$ cat src/rtl/perceptron_ctrl_pkg.sv
// Shared definitions for the perceptron UART command sequencer: state codes,
// protocol bytes and the register-file select width helper.
package perceptron_ctrl_pkg;

  typedef enum logic [2:0] {
    StIdle      = 3'd0,
    StLoadW     = 3'd1,
    StLoadX     = 3'd2,
    StCompute   = 3'd3,
    StWaitDone  = 3'd4,
    StSend      = 3'd5,
    StSendGuard = 3'd6
  } ctrl_state_e;

  localparam logic [7:0] CMD_W = 8'h57;
  localparam logic [7:0] CMD_X = 8'h58;
  localparam logic [7:0] ACK   = 8'h06;
  localparam logic [7:0] NAK   = 8'h15;

  // Width of an index addressing n inputs plus the bias word.
  function automatic int unsigned sel_width(input int unsigned n);
    return (n < 1) ? 1 : $clog2(n + 1);
  endfunction

endpackage

$ cat src/rtl/ctrl_timeout_counter.sv
// Loadable down-counter; expire_o pulses when an enabled count sits at zero
// and no reload is requested in the same cycle.
module ctrl_timeout_counter #(
  parameter int unsigned CNT_W = 24
) (
  input  logic             clk,
  input  logic             rst_n,
  input  logic             load_i,
  input  logic [CNT_W-1:0] load_val_i,
  input  logic             en_i,
  output logic             expire_o
);

  logic [CNT_W-1:0] cnt_q, cnt_d;

  always_comb begin
    cnt_d = cnt_q;
    if (load_i) begin
      cnt_d = load_val_i;
    end else if (en_i && (cnt_q != '0)) begin
      cnt_d = cnt_q - 1'b1;
    end
  end

  // A reload in the expiry cycle wins over the timeout.
  assign expire_o = en_i && !load_i && (cnt_q == '0);

  always_ff @(posedge clk or negedge rst_n) begin
    if (!rst_n) begin
      cnt_q <= '0;
    end else begin
      cnt_q <= cnt_d;
    end
  end

endmodule

$ cat src/rtl/perceptron_uart_ctrl.sv
// Command sequencer between the UART byte cores and the perceptron datapath:
// loads weights/inputs, triggers a compute and returns the result byte.
module perceptron_uart_ctrl
  import perceptron_ctrl_pkg::*;
#(
  parameter int unsigned DATA_W         = 8,
  parameter int unsigned N_INPUTS       = 2,
  parameter int unsigned TIMEOUT_CYCLES = 12000000,
  localparam int unsigned SEL_W         = sel_width(N_INPUTS)
) (
  input  logic              clk,
  input  logic              rst_n,
  input  logic [DATA_W-1:0] rx_data,
  input  logic              rx_valid,
  output logic [DATA_W-1:0] tx_data,
  output logic              tx_start,
  input  logic              tx_busy,
  output logic              wr_en,
  output logic              wr_weight,
  output logic [SEL_W-1:0]  wr_sel,
  output logic [DATA_W-1:0] wr_data,
  output logic              start,
  input  logic              done,
  input  logic [DATA_W-1:0] result,
  output logic [4:0]        cont_state
);

  localparam int unsigned TO_W = (TIMEOUT_CYCLES > 2) ? $clog2(TIMEOUT_CYCLES) : 1;

  ctrl_state_e       state_q, state_d;
  logic [SEL_W-1:0]  idx_q, idx_d;
  logic [DATA_W-1:0] tx_data_q, tx_data_d;
  logic              tx_start_q, tx_start_d;
  logic              wr_en_q, wr_en_d;
  logic              wr_weight_q, wr_weight_d;
  logic [SEL_W-1:0]  wr_sel_q, wr_sel_d;
  logic [DATA_W-1:0] wr_data_q, wr_data_d;
  logic              start_q, start_d;
  logic              err_q, err_d;
  logic              loaded_q, loaded_d;
  logic              send_ok_q, send_ok_d;
  logic              loading;
  logic              expire;

  assign loading = (state_q == StLoadW) || (state_q == StLoadX);

  ctrl_timeout_counter #(
    .CNT_W (TO_W)
  ) u_timeout (
    .clk        (clk),
    .rst_n      (rst_n),
    .load_i     (rx_valid),
    .load_val_i (TO_W'(TIMEOUT_CYCLES - 1)),
    .en_i       (loading),
    .expire_o   (expire)
  );

  always_comb begin
    state_d     = state_q;
    idx_d       = idx_q;
    tx_data_d   = tx_data_q;
    tx_start_d  = 1'b0;
    wr_en_d     = 1'b0;
    wr_weight_d = wr_weight_q;
    wr_sel_d    = wr_sel_q;
    wr_data_d   = wr_data_q;
    start_d     = 1'b0;
    err_d       = err_q;
    loaded_d    = loaded_q;
    send_ok_d   = send_ok_q;

    unique case (state_q)
      StIdle: begin
        if (rx_valid) begin
          idx_d = '0;
          if (rx_data == DATA_W'(CMD_W)) begin
            state_d = StLoadW;
          end else if ((rx_data == DATA_W'(CMD_X)) && loaded_q) begin
            state_d = StLoadX;
          end else begin
            tx_data_d = DATA_W'(NAK);
            send_ok_d = 1'b0;
            err_d     = 1'b1;
            state_d   = StSend;
          end
        end
      end
      StLoadW, StLoadX: begin
        if (rx_valid) begin
          wr_en_d     = 1'b1;
          wr_weight_d = (state_q == StLoadW);
          wr_sel_d    = idx_q;
          wr_data_d   = rx_data;
          idx_d       = idx_q + 1'b1;
          if ((state_q == StLoadW) && (idx_q == SEL_W'(N_INPUTS))) begin
            loaded_d  = 1'b1;
            tx_data_d = DATA_W'(ACK);
            send_ok_d = 1'b1;
            state_d   = StSend;
          end else if ((state_q == StLoadX) && (idx_q == SEL_W'(N_INPUTS - 1))) begin
            state_d = StCompute;
          end
        end else if (expire) begin
          // A half-written weight bank can no longer be trusted.
          if (state_q == StLoadW) begin
            loaded_d = 1'b0;
          end
          err_d   = 1'b1;
          state_d = StIdle;
        end
      end
      StCompute: begin
        start_d = 1'b1;
        state_d = StWaitDone;
      end
      StWaitDone: begin
        if (done) begin
          tx_data_d = result;
          send_ok_d = 1'b1;
          state_d   = StSend;
        end
      end
      StSend: begin
        if (!tx_busy) begin
          tx_start_d = 1'b1;
          if (send_ok_q) begin
            err_d = 1'b0;
          end
          state_d = StSendGuard;
        end
      end
      StSendGuard: begin
        state_d = StIdle;
      end
      default: begin
        state_d = StIdle;
      end
    endcase
  end

  always_ff @(posedge clk or negedge rst_n) begin
    if (!rst_n) begin
      state_q     <= StIdle;
      idx_q       <= '0;
      tx_data_q   <= '0;
      tx_start_q  <= 1'b0;
      wr_en_q     <= 1'b0;
      wr_weight_q <= 1'b0;
      wr_sel_q    <= '0;
      wr_data_q   <= '0;
      start_q     <= 1'b0;
      err_q       <= 1'b0;
      loaded_q    <= 1'b0;
      send_ok_q   <= 1'b0;
    end else begin
      state_q     <= state_d;
      idx_q       <= idx_d;
      tx_data_q   <= tx_data_d;
      tx_start_q  <= tx_start_d;
      wr_en_q     <= wr_en_d;
      wr_weight_q <= wr_weight_d;
      wr_sel_q    <= wr_sel_d;
      wr_data_q   <= wr_data_d;
      start_q     <= start_d;
      err_q       <= err_d;
      loaded_q    <= loaded_d;
      send_ok_q   <= send_ok_d;
    end
  end

  assign tx_data    = tx_data_q;
  assign tx_start   = tx_start_q;
  assign wr_en      = wr_en_q;
  assign wr_weight  = wr_weight_q;
  assign wr_sel     = wr_sel_q;
  assign wr_data    = wr_data_q;
  assign start      = start_q;
  assign cont_state = {loaded_q, err_q, state_q};

endmodule

$ cat config.mk
export PLATFORM = sky130hd
export DESIGN_NAME = perceptron_uart_ctrl
export DESIGN_NICKNAME = d
export VERILOG_FILES = /design/src/rtl/perceptron_ctrl_pkg.sv /design/src/rtl/ctrl_timeout_counter.sv /design/src/rtl/perceptron_uart_ctrl.sv
export SDC_FILE = /design/constraint.sdc
export NUM_CORES = 1
export LEC_CHECK = 0
export BUFFER_PORTS_ARGS = -buffer_cell sky130_fd_sc_hd__buf_2
export CAP_MARGIN = 20
export CELL_PAD_IN_SITES_DETAIL_PLACEMENT = 2
export CELL_PAD_IN_SITES_GLOBAL_PLACEMENT = 2
export CORE_ASPECT_RATIO = 0.8
export CORE_UTILIZATION = 36
export CTS_CLUSTER_SIZE = 40
export DETAILED_ROUTE_END_ITERATION = 16
export GPL_TIMING_DRIVEN = 0
export HOLD_SLACK_MARGIN = 0.05
export PLACE_DENSITY = 0.77
export SYNTH_ARGS = -nofsm -noshare
export SYNTH_HDL_FRONTEND = slang
export SYNTH_HIERARCHICAL = 1
export SYNTH_SLANG_ARGS = --single-unit
export TNS_END_PERCENT = 10
$ cat constraint.sdc
create_clock -name clk -period 4.3 [get_ports clk]
set_input_delay 0.86 -clock clk [delete_from_list [all_inputs] [get_ports clk]]
set_output_delay 0.86 -clock clk [all_outputs]
set_load 0.05 [all_outputs]
# Yosys cells after proc, flatten, opt, wreduce, memory -nomap -nowiden
# Index checks and enable logic that the tools add are counted.
# W data, S select, Z words.
[classes] n_addsub=2 eq_ne=22 mux=45 reduce_logical=24
[ops] op="$mux W24" n=2
[ops] op="$mux W8" n=6
[ops] op="$mux W3" n=9
[ops] op="$logic_not A24 Y1" n=1
[ops] op="$pmux W8 S3" n=1
[ops] op="$reduce_bool A24 Y1" n=1
[ops] op="$sub A24 B1 Y24 const B" n=1
[ops] op="$mux W1" n=21
[ops] op="$ne A2 B2 Y1 const B" n=10
[ops] op="$eq A8 B7 Y1 const B" n=2
[ops] op="$pmux W3 S5" n=1
[ops] op="$reduce_and A8 Y1" n=1
[ops] op="$reduce_bool A2 Y1" n=4
[ops] op="$reduce_and A7 Y1" n=1
[ops] op="$eq A3 B2 Y1 const B" n=2
[ops] op="$eq A3 B3 Y1 const B" n=2
[ops] op="$logic_and A1 B1 Y1" n=6
[ops] op="$pmux W1 S3" n=2
[ops] op="$reduce_bool A3 Y1" n=2
[ops] op="$reduce_and A5 Y1" n=1
[ops] op="$mux W2" n=2
[ops] op="$ne A4 B4 Y1 const B" n=1
[ops] op="$pmux W2 S2" n=1
[ops] op="$reduce_and A4 Y1" n=1
[ops] op="12 further kinds" n=12
[word_totals] regBits=54 in_bits=21

# Logic depth before layout (Yosys ltp)
[logic_depth] word_depth=7 ltp_mapped=12

# Hierarchy
# Netlist, hierarchy kept.
[modules_own_cells] mod="perceptron_uart_ctrl" instances=1 cells_each=160 area_each_um2=1627.8 seq_area_each_um2=750.7
[modules_own_cells] mod="ctrl_timeout_counter" instances=1 cells_each=166 area_each_um2=1585.3 seq_area_each_um2=600.6

# Least setup slack after synthesis
# OpenSTA, ideal clock, no wires.
[synth_path] path_type="flip-flop to flip-flop" start="register state_q[2]" end="register err_q" setup_ps=125 arrival_time_ps=2824 required_time_ps=4175 path_slack_ps=1351 stages_incl_launch_ff=11 path_buffers=3 period_less_slack_ps=2949 path_cell_list="dfrtp_1 > buf_2 > clkbuf_1 > a21o_1 > inv_1 > clkbuf_1 > nor3b_1 > nor4b_1 > nor4_1 > a311oi_1 > mux2_2"
[synth_between] elab_chain_cells=6 elab_cells_between_ends=18 classes_between="10 x eq/ne; 1 x mux; 7 x reduce/logical"
[synth_rtl] item="start: declaration" line_no="perceptron_uart_ctrl.sv:30" text="ctrl_state_e state_q, state_d;"
[synth_rtl] item="start signal: assignment" line_no="perceptron_uart_ctrl.sv:143" text="state_q <= StIdle;"
[synth_rtl] item="start signal: assignment" line_no="perceptron_uart_ctrl.sv:156" text="state_q <= state_d;"
[synth_rtl] item="$eq A3 B1 Y1 or $eq A3 B2 Y1 (tied branches)" line_no="perceptron_uart_ctrl.sv:45" text="assign loading = (state_q == StLoadW) || (state_q == StLoadX);"
[synth_rtl] item="$logic_or A1 B1 Y1 *" line_no="perceptron_uart_ctrl.sv:45"
[synth_rtl] item="named net loading" line_no="perceptron_uart_ctrl.sv:42" text="logic loading;"
[synth_rtl] item="$logic_and A1 B1 Y1 * (2 in series)" line_no="ctrl_timeout_counter.sv:26" text="assign expire_o = en_i && !load_i && (cnt_q == '0);"
[synth_rtl] item="named net expire" line_no="perceptron_uart_ctrl.sv:43" text="logic expire;"
[synth_rtl] item="$ne A2 B2 Y1 (no source line) *"
[synth_rtl] item="$reduce_and A8 Y1 (no source line) *"
[synth_rtl] item="end signal: assignment" line_no="perceptron_uart_ctrl.sv:165" text="err_q <= err_d;"
[synth_rtl] item="end: declaration" line_no="perceptron_uart_ctrl.sv:39" text="logic err_q, err_d;"
# The timed path passes the listed nets; every way through them passes the cells marked *.
# A chain may end at the register's enable or synchronous reset.

# Worst setup path after layout
[layout_path] start="register u_timeout.cnt_q[0]" end="register err_q"
[layout_between] elab_chain_cells=4
[layout_rtl] item="start: declaration" line_no="ctrl_timeout_counter.sv:14" text="logic [CNT_W-1:0] cnt_q, cnt_d;"
[layout_rtl] item="start signal: assignment" line_no="ctrl_timeout_counter.sv:32" text="cnt_q <= cnt_d;"
[layout_rtl] item="$logic_not A24 Y1" line_no="ctrl_timeout_counter.sv:26"
[layout_rtl] item="$logic_and A1 B1 Y1" line_no="ctrl_timeout_counter.sv:26"
[layout_rtl] item="named net expire" line_no="perceptron_uart_ctrl.sv:43"
[layout_rtl] item="$ne A2 B2 Y1 (no source line)"
[layout_rtl] item="$reduce_and A8 Y1 (no source line)"
# The timed path passes the listed nets, and every way through them passes these cells.

==> flow_summary.toml <==
[route]
dr.pass1.iters = 5
routed_via_density = 5.45
wl_per_cell_microns = 18.5
route.detailed.drc = 0
drt_iter0_drc = 152
detail-route-antenna-nets = 0
routed_wl_mm = 9.57
routed-via-count = 2812

[pwr]
p_clk_frac = 0.144
p_int_mw = 1.18
power_density_mw_per_mm2 = 597
swShare = 0.479
switchingPower_mw = 1.09
pwr-share-comb = 0.522
ir_drop_v = 0.000368
leakage_nw = 1.67
power_frac_seq = 0.334

[finish]
n_antenna_cell = 0
final_layout_size_suffix_gt1_frac = 0.252
final_area_sq_mm = 0.00380
syn_to_final_growth_pct = 18.1
n_fill_cell = 964
nNetsFinal = 428
register_area_sq_mm = 0.00135
multi_input_area_sq_mm = 0.00178

[timing]
rsz0062_at_grt = "false"
clock_skew_ns = 0.00516
hold_viol = 0
finalMaxSlewViolations = 0
hold_ws_ns = 0.491
fmax_mhz = 263
setup_ws_ns = 0.491
slew_headroom = 0.450
tns_ns = 0
fin_crit_ns = 3.81
worstMarginPinSlew_ns = 0.817
setup_viol = 0
period_share = 0.886

[floorplan]
initial_core_util = 0.375
die_x_microns = 108
rows = 30
dieArea_sq_mm = 0.00931
core_area_sq_mm = 0.00856
die_y_microns = 86.5
ios = 48

[global_route]
grt_pass1_wl_mm = 15.9
grt_usage = 0.223
grt_max_degree = 34
first_global_vias = 3063
antenna_found_initial = 0
overflow = 0

[yosys]
synth_cells = 326
synth_cell_types = 67
synth_warnings = 6
async_flop_share = 1.00
synth-main-ff-cell = "dfrtp_1"
synth_edf_count = 0
synthDominantCellAreaShare = 0.421
ys_seq_elements = 54
seq_area_frac_synth = 0.421
syn_area_per_cell_sq_um = 9.86
synth.area.top_cells = "dfrtp_1 42%, mux2_2 7.4%, nand2_1 3.6%, xnor2_1 3.3%, o21ai_0 3.1%"
synth_largest_area_cell = "dfrtp_1"
synth.cell_area_sq_mm = 0.00321

[critical_path]
max_stage_delay_ns = 0.57
r2r_start = "u_timeout/cnt_q[0]"
critPathKind = "reg2reg"
slowest_stage = "nor3b_1"
cp_top_family = "simple AND/OR/NAND/NOR gates"
cp_max_fo = 10
ff2ff_setup_slack_ns = 0.49
crit_chain = "inv_1 > ha_1 > nor4b_1 > and3_1 > buf_2 > buf_2 > nand3_1 > nor3b_1 > nor4b_1 > nor4_1 > a311oi_1 > mux2_2"
start_kind = "flip-flop"
critical_path_required_ns = 4.51
crit_arrival_ns = 4.02
critical_path.endpoint_type = "flip-flop"
crit_path_start = "u_timeout/cnt_q[0]"
cp_num_buf_inv = 3

[place]
place_hpwl_mm = 7.35
dp_slack_ns = 0.589
portBuffers = 47
place_area_sq_mm = 0.00369
gp_congestion = 0.805

[flow_run]
drv_cap = 0

[cts]
cts-hold-fix-buffers = 0
clock_latency_ns = 0.32
clk_pin_slew_ns = 0.10
post_cts_buffers = 0
cts-resized-gates = 0
cts_buffers = 5
cts_tree = "yes"
cts_max_path_buffers = 2
htree_levels = 2
root_buffer = "clkbuf_8"
cts.sinks = 54

[hold_path]
hp-class = "reg2reg"
hold_start = "tx_data[6]"

[run_status]
outcome = "finished, final reports clean"
[through the flow]
stage	total power, mW	util	cells
after detailed placement	1.95	0.431	508
after floorplan	1.63	-	348
after global routing	2.41	0.444	516
after CTS	2.29	0.444	516
final	2.27	0.444	516
after global placement	1.91	0.429	507
[kinds of logic after synthesis]
logic type      after synthesis  share of synthesized area
simple gates                117                      0.218
compound gates               67                      0.147
flops                        54                      0.421
buf+inv                      36                     0.0518
mux                          26                     0.0900
xor+xnor                     20                     0.0545
fa+ha+maj                     4                     0.0156
other cells                   2                    0.00234
[worst reg2reg max path: stages, from the launching register on]
cell and delay, ns:
dfrtp_1 0.41, inv_1 0.12, ha_1 0.16, nor4b_1 0.54, and3_1 0.24, buf_2 0.21, buf_2 0.29, nand3_1 0.11
nor3b_1 0.57, nor4b_1 0.31, nor4_1 0.11, a311oi_1 0.27, mux2_2 0.36
[layout make-up]
cell class,instances,share of cell area
multi-input cells,258,0.468
well taps,112,0.0369
clock buffers,7,0.0254
repair buffers,48,0.0672
plain buffers,23,0.0310
inverters,13,0.0129
flip-flops and latches,54,0.356
clock inverters,1,0.00231
[synthesized netlist by cell type (all sizes together), types with 6 or more instances]
cell type   n
nand2      31
nor3        9
mux2       23
clkbuf      8
and3        6
dfrtp      54
or4         7
xnor2      12
buf        14
nand3       6
inv        13
nor2       12
nor4        7
a21oi       7
xor2        8
o21ai      26
[flip-flops by register name, summed over array words and instances (netlist names)]
| name | cells |
|---|---|
| err_q | 1 |
| loaded_q | 1 |
| state_q | 3 |
| tx_start | 1 |
| send_ok_q | 1 |
| wr_sel | 2 |
| idx_q | 2 |
| u_timeout/cnt_q | 24 |
| start | 1 |
| wr_data | 8 |
| tx_data | 8 |
| wr_weight | 1 |
| wr_en | 1 |
[power groups by stage]
stage	Combinational, mW	Clock, mW	Sequential, mW
2_1_floorplan	0.558	0	1.08
3_3_place_gp	1.15	0	0.756
3_5_place_dp	1.18	0	0.769
4_1_cts	1.19	0.341	0.760
5_1_grt	1.28	0.354	0.779
6_report	1.18	0.326	0.757
[metal layers]
layer / vias up / track usage / share of wire
met5: - / 0 / 0
met4: 0 / 0.0610 / 0.0097
met3: 7 / 0.0361 / 0.055
met2: 78 / 0.354 / 0.45
met1: 1423 / 0.315 / 0.48
li1: 1304 / - / -
[placed cells by master, fill, tap and decap left out, types with 3 or more instances in the layout]
master / netlist / layout
buf_2: 9 / 56
dfrtp_1: 54 / 54
nand2_1: 31 / 31
conb_1: 2 / 24
mux2_2: 21 / 21
o21ai_0: 20 / 20
inv_1: 13 / 13
xnor2_1: 12 / 12
nor2_1: 11 / 11
clkbuf_1: 8 / 8
nor3_1: 8 / 8
xor2_1: 8 / 8
clkbuf_8: 0 / 7
nand3_1: 6 / 6
or4_1: 6 / 6
a21oi_1: 6 / 6
and3_1: 6 / 6
nand2b_1: 5 / 5
a21o_1: 5 / 5
nor3b_1: 5 / 5
o21ai_1: 5 / 5
or3_1: 4 / 4
nor4b_1: 4 / 4
nand4_1: 4 / 4
nor4_1: 4 / 4
ha_1: 4 / 4
buf_4: 4 / 4
a31oi_1: 4 / 4
a211oi_1: 4 / 4
nor2b_1: 3 / 3
nand4b_1: 3 / 3
mux2i_1: 3 / 3
nor4_2: 3 / 3
[worst paths after layout]
| path | endpoint | cells after the start |
|---|---|---|
| worst max-delay path | err_q | 12 |
| worst min-delay path | tx_data[6] | 1 |
| worst max register to register | err_q | 12 |
| worst min register to register | tx_data[6] | 1 |
| max in group asynchronous | u_timeout/cnt_q[13] | 2 |
| min in group asynchronous | idx_q[0] | 1 |
Note: power is estimated with default switching activity, not from simulation.
